[config.mk]
export PLATFORM = sky130hd
export DESIGN_NAME = traffic_light_scheduler
export DESIGN_NICKNAME = d
export VERILOG_FILES = /design/src/rtl/traffic_light_scheduler.sv
export SDC_FILE = /design/constraint.sdc
export NUM_CORES = 1
export LEC_CHECK = 0
export ABC_AREA = 0
export BUFFER_PORTS_ARGS = -buffer_cell sky130_fd_sc_hd__buf_2
export CAP_MARGIN = 20
export CORE_MARGIN = 2
export CORE_UTILIZATION = 51
export DETAILED_ROUTE_END_ITERATION = 7
export PLACE_DENSITY = 0.72
export SLEW_MARGIN = 5
export SYNTH_ARGS = -nofsm -noshare
export SYNTH_HDL_FRONTEND = slang
export SYNTH_SLANG_ARGS = --single-unit
[constraint.sdc]
create_clock -name clk -period 1.8 [get_ports clk]
set_input_delay 0.09 -clock clk [delete_from_list [all_inputs] [get_ports clk]]
set_output_delay 0.09 -clock clk [all_outputs]
set_load 0.03 [all_outputs]
[src/rtl/traffic_light_scheduler.sv]
// Two-road intersection sequencer: green/yellow/all-red per road on a seconds countdown,
// with pedestrian green truncation and a configuration hold mode.
module traffic_light_scheduler #(
  parameter int unsigned TICK_CYCLES = 25000000,
  parameter int unsigned YELLOW_SEC  = 2,
  parameter int unsigned ALLRED_SEC  = 1,
  parameter int unsigned PED_CUT     = 3
) (
  input  logic       clk,
  input  logic       rst,
  input  logic       set,
  input  logic [3:0] green_a,
  input  logic [3:0] green_b,
  input  logic       ped_req,
  output logic [1:0] light_a,
  output logic [1:0] light_b,
  output logic [3:0] cur_sec,
  output logic [2:0] phase,
  output logic       led
);

  localparam int unsigned PW = (TICK_CYCLES > 1) ? $clog2(TICK_CYCLES) : 1;

  localparam logic [1:0] LAMP_GRN = 2'b00;
  localparam logic [1:0] LAMP_YEL = 2'b01;
  localparam logic [1:0] LAMP_RED = 2'b10;

  typedef enum logic [2:0] {
    CFG      = 3'd0,
    A_GRN    = 3'd1,
    A_YEL    = 3'd2,
    ALLRED_A = 3'd3,
    B_GRN    = 3'd4,
    B_YEL    = 3'd5,
    ALLRED_B = 3'd6
  } state_t;

  state_t        state;
  state_t        next_state;
  logic [PW-1:0] prescaler;
  logic          tick;
  logic [3:0]    load_sec;
  logic          is_green;

  // Green duration must fit a single display digit and never be zero.
  function automatic logic [3:0] green_load(input logic [3:0] g);
    logic [3:0] r;
    r = g;
    if (g == 4'd0) r = 4'd1;
    else if (g > 4'd9) r = 4'd9;
    return r;
  endfunction

  function automatic logic [1:0] lamp_a(input state_t s);
    logic [1:0] r;
    r = LAMP_RED;
    if (s == A_GRN) r = LAMP_GRN;
    else if (s == A_YEL) r = LAMP_YEL;
    return r;
  endfunction

  function automatic logic [1:0] lamp_b(input state_t s);
    logic [1:0] r;
    r = LAMP_RED;
    if (s == B_GRN) r = LAMP_GRN;
    else if (s == B_YEL) r = LAMP_YEL;
    return r;
  endfunction

  // Successor state and its duration, used only when the countdown expires.
  always_comb begin
    next_state = state;
    load_sec   = 4'd0;
    tick       = (prescaler == PW'(TICK_CYCLES - 1));
    is_green   = (state == A_GRN) || (state == B_GRN);
    unique case (state)
      ALLRED_B: begin next_state = A_GRN;    load_sec = green_load(green_a); end
      A_GRN:    begin next_state = A_YEL;    load_sec = 4'(YELLOW_SEC);      end
      A_YEL:    begin next_state = ALLRED_A; load_sec = 4'(ALLRED_SEC);      end
      ALLRED_A: begin next_state = B_GRN;    load_sec = green_load(green_b); end
      B_GRN:    begin next_state = B_YEL;    load_sec = 4'(YELLOW_SEC);      end
      B_YEL:    begin next_state = ALLRED_B; load_sec = 4'(ALLRED_SEC);      end
      default:  begin next_state = ALLRED_B; load_sec = 4'(ALLRED_SEC);      end
    endcase
  end

  always_ff @(posedge clk) begin
    if (rst) begin
      state     <= ALLRED_B;
      cur_sec   <= 4'(ALLRED_SEC);
      prescaler <= '0;
      led       <= 1'b0;
      light_a   <= LAMP_RED;
      light_b   <= LAMP_RED;
    end else if (set) begin
      state     <= CFG;
      cur_sec   <= 4'd0;
      prescaler <= '0;
      led       <= 1'b0;
      light_a   <= LAMP_RED;
      light_b   <= LAMP_RED;
    end else if (state == CFG) begin
      state     <= ALLRED_B;
      cur_sec   <= 4'(ALLRED_SEC);
      prescaler <= '0;
      led       <= 1'b0;
      light_a   <= LAMP_RED;
      light_b   <= LAMP_RED;
    end else begin
      prescaler <= tick ? '0 : prescaler + PW'(1);
      led       <= led | ped_req;
      // A pending request cuts the green short; this wins over a same-cycle decrement.
      if (led && is_green && (cur_sec > 4'(PED_CUT))) begin
        cur_sec <= 4'(PED_CUT);
      end else if (tick) begin
        if (cur_sec > 4'd1) begin
          cur_sec <= cur_sec - 4'd1;
        end else begin
          state   <= next_state;
          cur_sec <= load_sec;
          light_a <= lamp_a(next_state);
          light_b <= lamp_b(next_state);
          if ((next_state == A_YEL) || (next_state == B_YEL)) led <= ped_req;
        end
      end
    end
  end

  assign phase = state;

endmodule
# == Yosys cells after proc, flatten, opt, wreduce, memory -nomap -nowiden ==
# Index checks and enable logic that the tools add are counted.
# classes
addsub,2
magnitude_cmp,4
eq_ne,12
mux,24
n_bitwise,3
reduce_logical,16
# op_table
cell,count
"25-bit by 1-bit adder with 25-bit output, second input constant",1
"25-bit == test, second input constant",1
4-bit two-way mux,5
3-bit two-way mux,5
3-bit one-hot mux with 5 select lines,1
"3-bit == test, second input constant",4
2-bit two-way mux,6
4-bit one-hot mux with 3 select lines,1
"3-bit by 2-bit == test with 1-bit output, second input constant",3
"4-bit > comparator, second input constant",2
4-bit zero test,2
4-bit OR reduction,2
"3-bit by 1-bit == test with 1-bit output, second input constant",2
1-bit two-way mux,6
"3-bit != test, second input constant",2
3-bit AND reduction,2
"4-bit by 1-bit > comparator with 1-bit output, second input constant",1
"4-bit by 2-bit > comparator with 1-bit output, second input constant",1
4-bit nonzero test,1
"4-bit by 1-bit subtractor with 4-bit output, second input constant",1
3-bit zero test,1
3-bit nonzero test,1
3-bit OR reduction,1
1-bit logical AND,2
5 further kinds,7
# totals
register_bits,37
in_bits,12
out_inout_bits,12
word_cells,70

# == Logic depth before layout (Yosys ltp) ==
# logic_depth
word_depth,9
ltp_mapped,8

# == Worst setup path before layout ==
# No wires, ideal clock.
# synth_path
kind,flip-flop to flip-flop
from,reg prescaler[8]
to,reg light_a[1]
setup_ps,120
arrival_time_ps,1794
path_slack_ps,-113
stages_incl_launch_ff,6
path_buffers,1
path_cell_list,dfxtp_1 -> or4_4 -> nor4_4 -> nand3_2 -> buf_4 -> a211o_1
# synth_via
elab_chain_cells,2
# synth_lines
element,line_no,rtl
start: declaration,40,logic [PW-1:0] prescaler;
start signal: assignment,110,prescaler <= tick ? '0 : prescaler + PW'(1);
25-bit == test,74,tick = (prescaler == PW'(TICK_CYCLES - 1));
3-bit AND reduction (no source line),--,
end signal: assignment,121,light_a <= lamp_a(next_state);
end: declaration,15,"output logic [1:0] light_a,"
# Every way passes these cells.
# A chain may end at the register's enable or synchronous reset.

# == Final worst setup path ==
# layout_path
from,reg prescaler[23]
to,"reg state[0], in the netlist phase[0]"
# layout_via
elab_chain_cells,2
# layout_lines
element,line_no,rtl
25-bit == test,74,
3-bit AND reduction (no source line),--,
end signal: assignment,119,state <= next_state;
end: declaration,38,state_t state;
# Every way passes these cells.

==> metrics.csv <==
stage,metric,value,unit
outcome,status,"finished, violations left",
outcome,violations,setup timing,
yosys,ys_async_sr_fraction,0,%
routing,dr_wl_met2,2.21,mm
yosys,synth_top_area_share,37.9,%
die,core,0.00366,mm^2
global_route,grt_pass1_vias,1629,
yosys,ys_seq_area_share,37.9,%
die,num_rows,22,
global_route,grt_pass1_wl,7.49,mm
worst_setup_path,critPathRequiredTime,2.03,ns
cells_and_area,nNetsFinal,304,
worst_setup_path,path_max_fanout,3,
global_route,track_usage,22.6,%
timing,drv_slew,0,
clocking,cts.sinks,37,
cells_and_area,diodes,0,
die,io_pins,24,
routing,ant_nets,0,
global_route,antenna_found_initial,0,
clocking,cts-root-buf,clkbuf_8,
yosys,ys_ff_latch,37,
cells_and_area,drive_gt1_share,27.9,%
timing,fin_skew,0.00370,ns
yosys,mappedNetlistArea,0.00195,mm^2
routing,wl,4.87,mm
timing,setup_viol,33,
placement,port-buffer-count,23,
global_route,grt.overflow.total,0,
worst_setup_path,arrival,2.11,ns
yosys,synthTopCellsByArea,"dfxtp_1 38%, nor2_1 7.3%, xor2_1 5.4%",
pwr,power.total,1.59,mW
job,maxCapViolCount,0,
routing,via_per_inst,5.53,
cells_and_area,fin_area,0.00251,mm^2
timing,fin_crit,1.87,ns
timing,postLayoutSetupSlackWorst,-0.0737,ns
pwr,p_leak,0.999,nW
routing,wire_per_inst,14.4,um
yosys,synthTopCellsByCount,"38 x nor2_1, 37 x dfxtp_1, 18 x nand3_1",
routing,vias,1869,
yosys,synth_top_area_cell,dfxtp_1,
global_route,grt_max_degree,25,
pwr,ir_drop,613,uV
placement,gp_congestion,0.834,
yosys,synth_most_common_cell,nor2_1,
timing,min_period_over_period,104,%
clocking,postCtsHoldBufs,0,
timing,slew_headroom,64.0,%
routing,dr.first_iter.drc_count,159,
timing,rsz0062_at_grt,yes,
clocking,cts_tree,done,
clocking,clk_latency,0.30,ns
yosys,synth_nets,251,
clocking,clockBufferDepth,2,
clocking,htree_levels,2,
timing,hold_viol,0,
cells_and_area,fin_util,68.7,%
min_path,hold_class,in2reg,
cells_and_area,area_growth,28.8,%
placement,place_hpwl,3.30,mm
yosys,ys_warn_count,0,
yosys,synth_edf_count,0,
yosys,synth_ff_type,dfxtp_1,
die,die_area,0.00434,mm^2
routing,drc,0,
timing,worstMarginPinSlew,0.536,ns
routing,wl_met1,2.42,mm
cells_and_area,instances_no_fill,338,
yosys,syn_inst,236,
timing,fin_tns_setup,-1.25,ns
routing,dr_wl_met3,197,um
worst_setup_path,end_kind,flop,
yosys,synth_cell_types,47,
cells_and_area,nFillCells,301,
yosys,synth_area_per_cell,8.27,um^2
placement,place_ws,-0.0711,ns
clocking,path_clk_slew,0.08,ns
clocking,cts_made_buffers,5,
placement,placed_cells,327,
placement,place_area,0.00233,mm^2
die,start_util,53.3,%
worst_setup_path,cp-start-kind,flop,
worst_setup_path,critPathKind,reg2reg,
routing,dr.pass1.iters,4,
die,fp.dieW,65.9,um
timing,fmax,534,MHz
routing,top_layer_used,met4,
timing,hold_slack,0.0421,ns
pwr,power_density,633,mW/mm^2
die,die_y,65.9,um
==> logic make-up (layout without fill, tap and decap cells) <==
logic type	Yosys count	count (layout)	share of synthesized area, %
and+or+nand+nor	119	119	32.3
DFF	37	37	37.9
AOI/OAI and AO/OA	33	33	12.2
xor gates and xnor gates	23	23	10.3
buffers and inverters	18	72	3.78
adders and majority gates	4	4	2.44
muxes	2	2	1.03
==> cell usage in the layout (no fill, tap or decap), types with 6 or more instances in the layout <==
master	n
buf_2	23
buf_4	28
nand4_1	6
xnor2_1	11
nor3_1	12
inv_1	10
nand3_1	18
nor2_1	38
dfxtp_1	34
xor2_1	12
nand2_1	11
==> final timing paths <==
| kind | start | end | slack, ns | cells past startpoint |
|---|---|---|---|---|
| max | prescaler[23]$_SDFF_PP0_ | phase[0]$_SDFFE_PP0P_ | -0.07 | 5 |
| min | rst | phase[1]$_SDFFE_PP1P_ | 0.04 | 3 |
| max reg2reg | prescaler[23]$_SDFF_PP0_ | phase[0]$_SDFFE_PP0P_ | -0.07 | 5 |
| min reg2reg | light_b[0]$_SDFFE_PP0P_ | light_b[0]$_SDFFE_PP0P_ | 0.47 | 2 |
==> state kept, by name, indices dropped and copies added, names as in the netlist <==
signal,flops
phase,3
prescaler,25
led,1
light_b,2
cur_sec,4
light_a,2
==> power breakdown <==
part	internal [mW]	switching, mW	total [mW]
clock	0.269	0.311	0.580
combinational	0.0742	0.0969	0.171
sequential	0.827	0.0136	0.840
total	1.17	0.421	1.59
==> critical path, stage by stage, from the launching register on <==
cell,delay [ns]
dfxtp_2,0.33
or4b_4,0.54
nor4_4,0.26
nand3_2,0.16
or3_4,0.40
a21oi_2,0.12
==> area by class of cell <==
cell class / count / area [um^2] / share of cell area, %
Clock buffer: 6 / 72.6 / 2.89
Inverter: 10 / 37.5 / 1.49
Tap cell: 48 / 60.1 / 2.39
Clock inverter: 2 / 10.0 / 0.398
Timing Repair Buffer: 54 / 382 / 15.2
Sequential cell: 37 / 744 / 29.6
Multi-Input combinational cell: 181 / 1210 / 48.0
==> routing by layer <==
metal | track usage [%] | vias up
met3 | 5.79 | 5
met1 | 32.2 | 875
li1 | - | 947
met4 | 7.81 | 0
met5 | 0 | -
met2 | 32.8 | 42
==> what timing repair did <==
item	4_1_cts	5_1_grt
pin swaps	10	7
endpoints found under the setup margin	29	36
resized for setup	6	6
buffers inserted	1	1
gates cloned	0	1
Note: power is estimated with default switching activity, not from simulation.
